**config.mk**
```make
export PLATFORM = sky130hd
export DESIGN_NAME = synapse_accumulator
export DESIGN_NICKNAME = d
export VERILOG_FILES = /design/src/rtl/izh_pkg.sv /design/src/rtl/sat_signed.sv /design/src/rtl/synapse_accumulator.sv
export SDC_FILE = /design/constraint.sdc
export NUM_CORES = 1
export LEC_CHECK = 0
export BUFFER_PORTS_ARGS = -buffer_cell sky130_fd_sc_hd__buf_2
export CAP_MARGIN = 30
export CORE_UTILIZATION = 50
export DETAILED_ROUTE_END_ITERATION = 8
export PLACE_DENSITY = 0.72
export SYNTH_ARGS = -nofsm -noshare
export SYNTH_HDL_FRONTEND = slang
export SYNTH_HIERARCHICAL = 1
export SYNTH_SLANG_ARGS = --single-unit
```
**constraint.sdc**
```tcl
create_clock -name clk -period 6.8 [get_ports clk]
set_input_delay 0.68 -clock clk [delete_from_list [all_inputs] [get_ports clk]]
set_output_delay 0.68 -clock clk [all_outputs]
set_load 0.005 [all_outputs]
```
**src/rtl/izh_pkg.sv**
```systemverilog
// rtl/izh_pkg.sv - shared types and sizing helpers for the Izhikevich neuron blocks
package izh_pkg;

  // Accumulator scan sequencing
  typedef enum logic [1:0] {
    ST_IDLE = 2'd0,
    ST_SCAN = 2'd1,
    ST_DONE = 2'd2
  } state_t;

  localparam int N_PRE_DEFAULT = 64;
  localparam int I_W_DEFAULT   = 16;

  // Width that holds the sum of n_pre signed words of weight_w bits without overflow
  function automatic int acc_width(input int weight_w, input int n_pre);
    return weight_w + $clog2(n_pre);
  endfunction

endpackage

```
**src/rtl/sat_signed.sv**
```systemverilog
// rtl/sat_signed.sv - combinational signed clamp from ACC_W to I_W bits
module sat_signed #(
  parameter int ACC_W = 38,
  parameter int I_W   = 16
) (
  input  logic signed [ACC_W-1:0] din,
  output logic signed [I_W-1:0]   dout
);

  // Bits above the output sign must all agree with it for the value to fit
  localparam int HI_W = ACC_W - I_W + 1;

  logic [HI_W-1:0] hi;

  assign hi = din[ACC_W-1:I_W-1];

  // Pass through when representable, otherwise clamp toward the sign of din
  always_comb begin
    dout = din[I_W-1:0];
    if (!((hi == '0) || (hi == '1))) begin
      if (din[ACC_W-1]) dout = {1'b1, {(I_W-1){1'b0}}};
      else              dout = {1'b0, {(I_W-1){1'b1}}};
    end
  end

endmodule

```
**src/rtl/synapse_accumulator.sv**
```systemverilog
// rtl/synapse_accumulator.sv - scans weight RAM and sums weights of spiking inputs into i_syn
module synapse_accumulator
  import izh_pkg::*;
#(
  parameter int NEURON_ADR = 5,
  parameter int WEIGHTS    = 31,
  parameter int N_PRE      = N_PRE_DEFAULT,
  parameter int I_W        = I_W_DEFAULT
) (
  input  logic                    clk,
  input  logic                    rst_n,
  input  logic                    start,
  input  logic [N_PRE-1:0]        spikes,
  output logic [NEURON_ADR:0]     rd_addr,
  input  logic [WEIGHTS:0]        rd_data,
  output logic                    busy,
  output logic                    done,
  output logic signed [I_W-1:0]   i_syn
);

  localparam int ADR_W = NEURON_ADR + 1;
  localparam int ACC_W = acc_width(WEIGHTS + 1, N_PRE);
  localparam logic [ADR_W-1:0] K_LAST = ADR_W'(N_PRE - 1);

  state_t                  state;
  logic [ADR_W-1:0]        k;
  logic [N_PRE-1:0]        spike_reg;
  logic signed [ACC_W-1:0] acc;
  logic signed [ACC_W-1:0] addend;
  logic signed [ACC_W-1:0] acc_next;
  logic signed [I_W-1:0]   sat_out;

  // Current address's contribution, so the final term is included in the saturated result
  always_comb begin
    addend   = '0;
    if (spike_reg[k]) addend = ACC_W'($signed(rd_data));
    acc_next = acc + addend;
  end

  sat_signed #(
    .ACC_W (ACC_W),
    .I_W   (I_W)
  ) u_sat (
    .din  (acc_next),
    .dout (sat_out)
  );

  assign rd_addr = (state == ST_SCAN) ? k : '0;
  assign busy    = (state != ST_IDLE);
  assign done    = (state == ST_DONE);

  // Capture request, walk addresses 0..N_PRE-1, publish saturated sum, then return to idle
  always_ff @(posedge clk or negedge rst_n) begin
    if (!rst_n) begin
      state     <= ST_IDLE;
      k         <= '0;
      acc       <= '0;
      spike_reg <= '0;
      i_syn     <= '0;
    end else begin
      case (state)
        ST_IDLE: begin
          if (start) begin
            spike_reg <= spikes;
            acc       <= '0;
            k         <= '0;
            state     <= ST_SCAN;
          end
        end
        ST_SCAN: begin
          acc <= acc_next;
          if (k == K_LAST) begin
            i_syn <= sat_out;
            state <= ST_DONE;
          end else begin
            k <= k + 1'b1;
          end
        end
        ST_DONE: state <= ST_IDLE;
        default: state <= ST_IDLE;
      endcase
    end
  end

endmodule

```
==> impl_metrics.yaml, run 1 <==
clocking:
  hold_buffers: 0
  cts_setup_buffers: 0
  post_cts_resize_count: 0
  clock-root-buffer: "clkbuf_16"
  numCtsBuffers: 17
  htreeDepth: 4
  clock_latency_ns: 0.43
  clk_path_buf_depth: 2
  clk_pin_slew_ns: 0.06
  clock-sinks: 126
  cts_tree: "built"
timing:
  finClkSkew_ns: 0.00941
  worst_pin_slew_ns: 0.981
  hold_viol: 0
  final.period_utilization_pct: 93.9
  finalCriticalPeriod_ns: 6.38
  relSlewSlack_pct: 34.6
  timing.hold.ws_ns: 0.271
  fin_tns_setup_ns: 0
  fmaxAchievable_mhz: 157
  setup_violations: 0
  slew_violations: 0
  rsz0062_at_grt: "no"
  setup_ws_ns: 0.417
flow_run:
  maxCapViolCount: 0
synthesis:
  synthCells: 922
  synth.yosys.warnings: 6
  syn_area_per_cell_um2: 8.70
  synth_edf_count: 0
  synth_area_leaders: "dfrtp_1 39%, nand2_1 13%, ha_1 5.9%"
  synth_most_common_cell: "nand2_1"
  yosysSeqAreaShare_pct: 39.3
  ys_types: 61
  ys_ff_latch: 126
  async_reset_ff_share_pct: 100
  synth_top_area_cell: "dfrtp_1"
  synth.top_cell.area_share_pct: 39.3
  syn_area_um2: 8020
  synth_flop_cell: "dfrtp_1"
  syn_nets: 1060
  synthTopCellsByCount: "287 x nand2_1, 126 x dfrtp_1, 44 x a21oi_1, 42 x clkbuf_1"
final_layout:
  layout-drive-gt1-share_pct: 20.8
  n_antenna_cell: 0
  fillCellCount: 1363
  largest_reg_flops: 64
  nets: 1165
  fin_util_pct: 61.2
  syn2layout_area_growth_pct: 17.7
global_route:
  use_met1_pct: 33.7
  busiest_layer: "met2"
  gr-usage-met2_pct: 41.2
  grt_max_degree: 93
  grt_pass1_wl_um: 32300
  grt_pass1_vias: 6636
  grt_use_total_pct: 25.1
  overflow: 0
  gr-usage-met3_pct: 5.53
  grt_antenna_before_repair: 0
worst_setup_path:
  crit_arrival_ns: 6.70
  required_ns: 7.11
  regToRegStartpoint: "k[0]"
  cp_max_fo: 25
  start_kind: "register"
  setup.worst_path.class: "register to register"
  critPathCaptureType: "register"
  worstSetupStartpoint: "k[0]"
floorplanning:
  core_area_um2: 15400
  fp.dieW_um: 129
  rows: 45
  pin_count: 123
  start_util_pct: 52.0
  dieArea_um2: 16500
  die_h_um: 129
routing:
  viasPerCell: 5.36
  wl_per_cell_um: 15.5
  via_count: 6702
  drc: 0
  routed_wl_um: 19300
  drtIter0Drc: 480
  first_pass_iters: 5
  postRouteAntennaNets: 0
placement:
  hpwl_um: 13700
  io_buffers: 122
  gp_congestion: 0.886
  preCtsSetupSlack_ns: 0.433
min_path:
  hold_class: "input pin to async pin"
run_status:
  outcome: "finished clean"
-- logic make-up after synthesis --
| family | count (synthesis) | share of synthesized area (%) |
|---|---|---|
| buf+inv | 86 | 4.51 |
| fa+ha+maj | 39 | 6.18 |
| xor+xnor | 40 | 4.46 |
| simple gates | 428 | 23.5 |
| mux | 53 | 9.78 |
| flops | 126 | 39.3 |
| compound gates | 150 | 12.2 |
-- routing by layer --
metal  vias to the layer above  wire length [µm]  share of wire, %
met5                         -                 0                 0
li1                       3353                 -                 -
met2                       168              9150                47
met4                         0               297               1.5
met3                        26               816               4.2
met1                      3155              9080                47
-- final cells by class --
cell class / instances / area (µm²) / share of cell area (%)
well taps: 211 / 264 / 2.80
clock inverters: 15 / 175 / 1.86
repair buffers: 142 / 791 / 8.38
multi-input cells: 710 / 4520 / 47.9
flip-flops and latches: 126 / 3150 / 33.4
inverters: 30 / 113 / 1.19
clock buffers: 17 / 425 / 4.51
-- per-stage QoR --
stage,instances,area [µm²]
floorplan,922,8020
global placement,1217,8800
detailed placement,1219,8840
CTS,1251,9440
global route,1251,9440
finish,1251,9440
-- path summary, 6_finish.rpt --
kind | end | slack (ns) | cells after the start
hold / removal | spike_reg[11] | 0.27 | 1
max in group asynchronous | acc[7] | 5.36 | 3
setup / recovery | i_syn[11] | 0.42 | 25
hold reg to reg | spike_reg[15] | 0.47 | 2
min in group clk | spike_reg[21] | 0.43 | 3
setup reg to reg | i_syn[11] | 0.42 | 25
-- cells in the final DEF (no fill, tap or decap), drive strengths merged, types with 8 or more instances in the layout --
cell type  Yosys  final
nor2          25     25
xnor2         27     27
ha            38     38
dfrtp        126    126
mux2i         21     21
nand4         17     17
a21oi         44     44
and2          38     38
nand3         21     21
a21o          18     18
nand2        288    288
buf           14    142
mux4          16     16
clkbuf        42     17
xor2          13     13
nor3           8      8
o2bb2ai       10     10
inv           30     38
nor2b         12     12
mux2          16     16
o21ai         40     40
-- worst max-delay path, stage by stage, from the launching register on --
cell       delay, ns
dfrtp_1         0.34
buf_4           0.16
mux4_1          0.57
mux4_2          0.46
nor2b_4         0.14
a211oi_2        0.27
a31oi_2         0.10
buf_4           0.23
and2_1          0.18
ha_1            0.31
a21oi_1         0.23
o22ai_1         0.11
o41ai_1         0.35
nand2_1         0.10
a31oi_2         0.22
a21oi_1         0.16
a221oi_1        0.41
a21oi_1         0.18
xnor2_2         0.18
xnor2_1         0.29
nand4_1         0.16
nor4_2          0.34
a2bb2oi_2       0.17
buf_8           0.19
mux2i_1         0.12
mux2_2          0.27
Power of run 1 is not shown: default switching activity piles up to over one toggle a cycle in this logic, so the estimate is an artifact.
==> run 2: changes to the inputs <==
==> constraint.sdc (replaced) <==
create_clock -name clk -period 8.1 [get_ports clk]
set_input_delay 0.81 -clock clk [delete_from_list [all_inputs] [get_ports clk]]
set_output_delay 0.81 -clock clk [all_outputs]
set_load 0.005 [all_outputs]
==> impl_metrics.yaml, run 2 (synthesized netlist as in run 1, its figures left out) <==
clocking:
  htreeDepth: 4
  cts_tree: "built"
  clk_pin_slew_ns: 0.06
  clock-root-buffer: "clkbuf_16"
  hold_buffers: 0
  clk_path_buf_depth: 2
  clock_latency_ns: 0.42
  clock-sinks: 126
  cts_setup_buffers: 0
  numCtsBuffers: 17
  post_cts_resize_count: 0
routing:
  wl_per_cell_um: 15.6
  first_pass_iters: 5
  routed_wl_um: 19300
  drtIter0Drc: 470
  topRoutingLayerUsed: "met4"
  viasPerCell: 5.43
  route.met3.wl_um: 943
  via_count: 6744
  postRouteAntennaNets: 0
  wl_met1_um: 8940
  met2_length_um: 9220
  drc: 0
final_layout:
  layout-drive-gt1-share_pct: 20.0
  syn2layout_area_growth_pct: 16.7
  largest_reg_flops: 64
  most-common-layout-cells: "286 x nand2_1, 126 x dfrtp_1, 121 x buf_2"
  mostFrequentLayoutCell: "nand2_1"
  nets: 1156
  n_antenna_cell: 0
  fin_util_pct: 60.6
timing:
  setup_ws_ns: 1.24
  slew_violations: 0
  rsz0062_at_grt: "no"
  hold_viol: 0
  finalCriticalPeriod_ns: 6.86
  fin_tns_setup_ns: 0
  final.period_utilization_pct: 84.7
  worst_pin_slew_ns: 0.753
  fmaxAchievable_mhz: 146
  setup_violations: 0
  relSlewSlack_pct: 49.8
  finClkSkew_ns: 0.00642
flow_run:
  maxCapViolCount: 0
run_status:
  outcome: "finished clean"
placement:
  hpwl_um: 13400
  preCtsSetupSlack_ns: 1.33
  gp_congestion: 0.896
  io_buffers: 122
worst_setup_path:
  required_ns: 8.40
  crit_arrival_ns: 7.16
  cp_max_fo: 32
  start_kind: "register"
  setup.worst_path.class: "register to register"
  critPathCaptureType: "register"
  reg2reg_depth: 25
floorplanning:
  pin_count: 123
  rows: 45
  core_area_um2: 15400
  die_h_um: 129
  fp.dieW_um: 129
  dieArea_um2: 16500
  start_util_pct: 52.0
global_route:
  grt_antenna_before_repair: 0
  grt_use_total_pct: 25.1
  overflow: 0
  grt_pass1_wl_um: 32400
  grt_max_degree: 78
  grt_pass1_vias: 6582
min_path:
  hold_class: "input pin to async pin"
## run 2: cell types whose count changed in the layout (fill, tap and decap cells not counted)
| cell | previous run | this run |
|---|---|---|
| inv_8 | 3 | 0 |
| clkbuf_8 | 0 | 1 |
| clkbuf_1 | 0 | 1 |
| clkinv_2 | 1 | 4 |
| inv_6 | 5 | 3 |
| buf_4 | 19 | 10 |
## run 2: worst paths after layout
check	startpoint	to	slack [ns]
worst max-delay path	k[0]	i_syn[8]	1.24
worst min-delay path	rst_n	acc[22]	0.42
worst max register to register	k[0]	i_syn[8]	1.24
worst min register to register	spike_reg[5]	spike_reg[5]	0.47
max in group asynchronous	rst_n	acc[11]	6.66
min in group clk	spike_reg[5]	spike_reg[5]	0.47
## run 2: layout make-up
cell class	instances	area, µm²
Inverter	30	113
Multi-Input combinational cell	710	4520
Tap cell	211	264
Timing Repair Buffer	133	723
Sequential cell	126	3150
Clock buffer	19	443
Fill cell	1364	6070
Clock inverter	13	139
## run 2: worst max-delay path, cell delays in order, from the launching register on
cell and delay (ns):
dfrtp_1 0.66, mux4_1 0.64, mux4_2 0.49, nor2b_4 0.14
a211oi_2 0.26, a31oi_2 0.05, buf_4 0.24, and2_1 0.20
ha_1 0.34, a21o_1 0.20, a31oi_1 0.18, a21oi_1 0.10
or2_2 0.30, a31oi_2 0.26, a21oi_1 0.16, a221oi_1 0.43
a21oi_1 0.18, xnor2_2 0.20, xnor2_1 0.14, buf_4 0.25
nand4_1 0.13, nor4_2 0.34, a2bb2oi_2 0.23, buf_8 0.21
mux2i_1 0.11, mux2_2 0.27
## run 2: layer usage
layer | vias up | global-route usage [%]
met1 | 3210 | 33.7
li1 | 3331 | -
met3 | 20 | 5.28
met4 | 0 | 7.89
met2 | 183 | 40.8
met5 | - | 0
## run 2: metrics by stage
| step | hold WS [ns] | cells | instance area [µm²] |
|---|---|---|---|
| after floorplan | 0.437 | 922 | 8020 |
| after global placement | 0.452 | 1208 | 8730 |
| after detailed placement | 0.459 | 1209 | 8740 |
| after CTS | 0.431 | 1241 | 9330 |
| after global routing | 0.466 | 1242 | 9350 |
| final | 0.415 | 1242 | 9350 |
Power of run 2 is left out for the same reason.
==> run 3: changes to the inputs <==
==> constraint.sdc (replaced) <==
create_clock -name clk -period 6.9 [get_ports clk]
set_input_delay 0.69 -clock clk [delete_from_list [all_inputs] [get_ports clk]]
set_output_delay 0.69 -clock clk [all_outputs]
set_load 0.005 [all_outputs]
==> impl_metrics.yaml, run 3 (synthesized netlist as in run 1, its figures left out) <==
worst_setup_path:
  critPathCaptureType: "register"
  r2r_end: "i_syn[12]"
  slowest_stage: "mux4_1"
  cp_max_fo: 20
  start_kind: "register"
  crit_top_cell: "a21oi_1"
  path_buf_inv: 3
  slowest_delay_ns: 0.59
  setup.worst_path.class: "register to register"
  critPathTopFamily: "compound AO/OA/AOI/OAI gates"
  regToRegStartpoint: "k[0]"
  crit_arrival_ns: 6.71
  reg2reg_depth: 25
  required_ns: 7.21
  reg2reg_slack_ns: 0.50
timing:
  timing.hold.ws_ns: 0.281
  finalCriticalPeriod_ns: 6.40
  setup_violations: 0
  fin_tns_setup_ns: 0
  final.period_utilization_pct: 92.7
  finClkSkew_ns: 0.00737
  slew_violations: 0
  hold_viol: 0
  fmaxAchievable_mhz: 156
  rsz0062_at_grt: "no"
  relSlewSlack_pct: 35.5
  worst_pin_slew_ns: 0.967
routing:
  routed_wl_um: 19100
  met2_length_um: 8990
  postRouteAntennaNets: 0
  wl_met1_um: 8890
  viasPerCell: 5.40
  wl_per_cell_um: 15.3
  first_pass_iters: 5
  via_count: 6744
  route.met3.wl_um: 886
  drc: 0
  drtIter0Drc: 508
  topRoutingLayerUsed: "met4"
clocking:
  cts_tree: "built"
  clk_path_buf_depth: 2
  clock_latency_ns: 0.43
  htreeDepth: 4
  numCtsBuffers: 17
  hold_buffers: 0
  clk_pin_slew_ns: 0.06
  clock-root-buffer: "clkbuf_16"
  clock-sinks: 126
floorplanning:
  fp.dieW_um: 129
  die_h_um: 129
  pin_count: 123
  start_util_pct: 52.0
  core_area_um2: 15400
  dieArea_um2: 16500
  rows: 45
placement:
  gp_congestion: 0.902
  hpwl_um: 13500
  io_buffers: 122
final_layout:
  largest_reg_flops: 64
  nets: 1162
  mostFrequentLayoutCell: "nand2_1"
  most-common-layout-cells: "286 x nand2_1, 126 x dfrtp_1, 121 x buf_2"
  layout-drive-gt1-share_pct: 20.6
  n_antenna_cell: 0
  syn2layout_area_growth_pct: 17.9
global_route:
  grt_pass1_vias: 6652
  grt_pass1_wl_um: 32100
  grt_max_degree: 93
  grt_antenna_before_repair: 0
  overflow: 0
  grt_use_total_pct: 24.9
flow_run:
  maxCapViolCount: 0
run_status:
  outcome: "finished clean"
min_path:
  hold_class: "input pin to async pin"
run 3: changes by cell type in the layout (fill, tap and decap cells not counted), sizes merged:
cell | before | now
buf | 133 | 139
clkbuf | 19 | 20
bufinv | 2 | 3
clkinvlp | 2 | 1
clkinv | 6 | 5
run 3: worst max path at each step:
stage	cells past startpoint	end	from
finish	25	i_syn[12]	k[0]
floorplan	26	i_syn[4]	k[0]
global route	25	i_syn[12]	k[0]
detailed placement	25	i_syn[12]	k[0]
global placement	24	i_syn[12]	k[1]
CTS	25	i_syn[12]	k[0]
run 3: layout make-up:
type / instances / area, µm²
clock buffers: 20 / 467
repair buffers: 139 / 768
flip-flops and latches: 126 / 3150
clock inverters: 12 / 156
fillers: 1363 / 5970
multi-input cells: 710 / 4530
well taps: 211 / 264
inverters: 30 / 113
run 3: timing repair:
item | in CTS | in global routing
endpoints found under the setup margin | 0 | 13
resized for setup | 0 | 2
setup buffers | 0 | 0
run 3: stage by stage:
stage	cell area [µm²]	util, %	cells	setup slack [ns]
6_report	9460	61.3	1248	0.502
5_1_grt	9460	61.3	1248	0.120
4_1_cts	9410	61.0	1247	0.343
3_5_place_dp	8790	57.0	1215	0.373
3_3_place_gp	8770	56.9	1214	0.286
2_1_floorplan	8020	-	922	1.03
run 3: layer usage:
metal / track usage [%] / up-vias
li1: - / 3354
met1: 33.0 / 3197
met2: 40.8 / 169
met3: 5.20 / 24
met4: 8.65 / 0
met5: 0 / -
Power of run 3 is left out for the same reason.
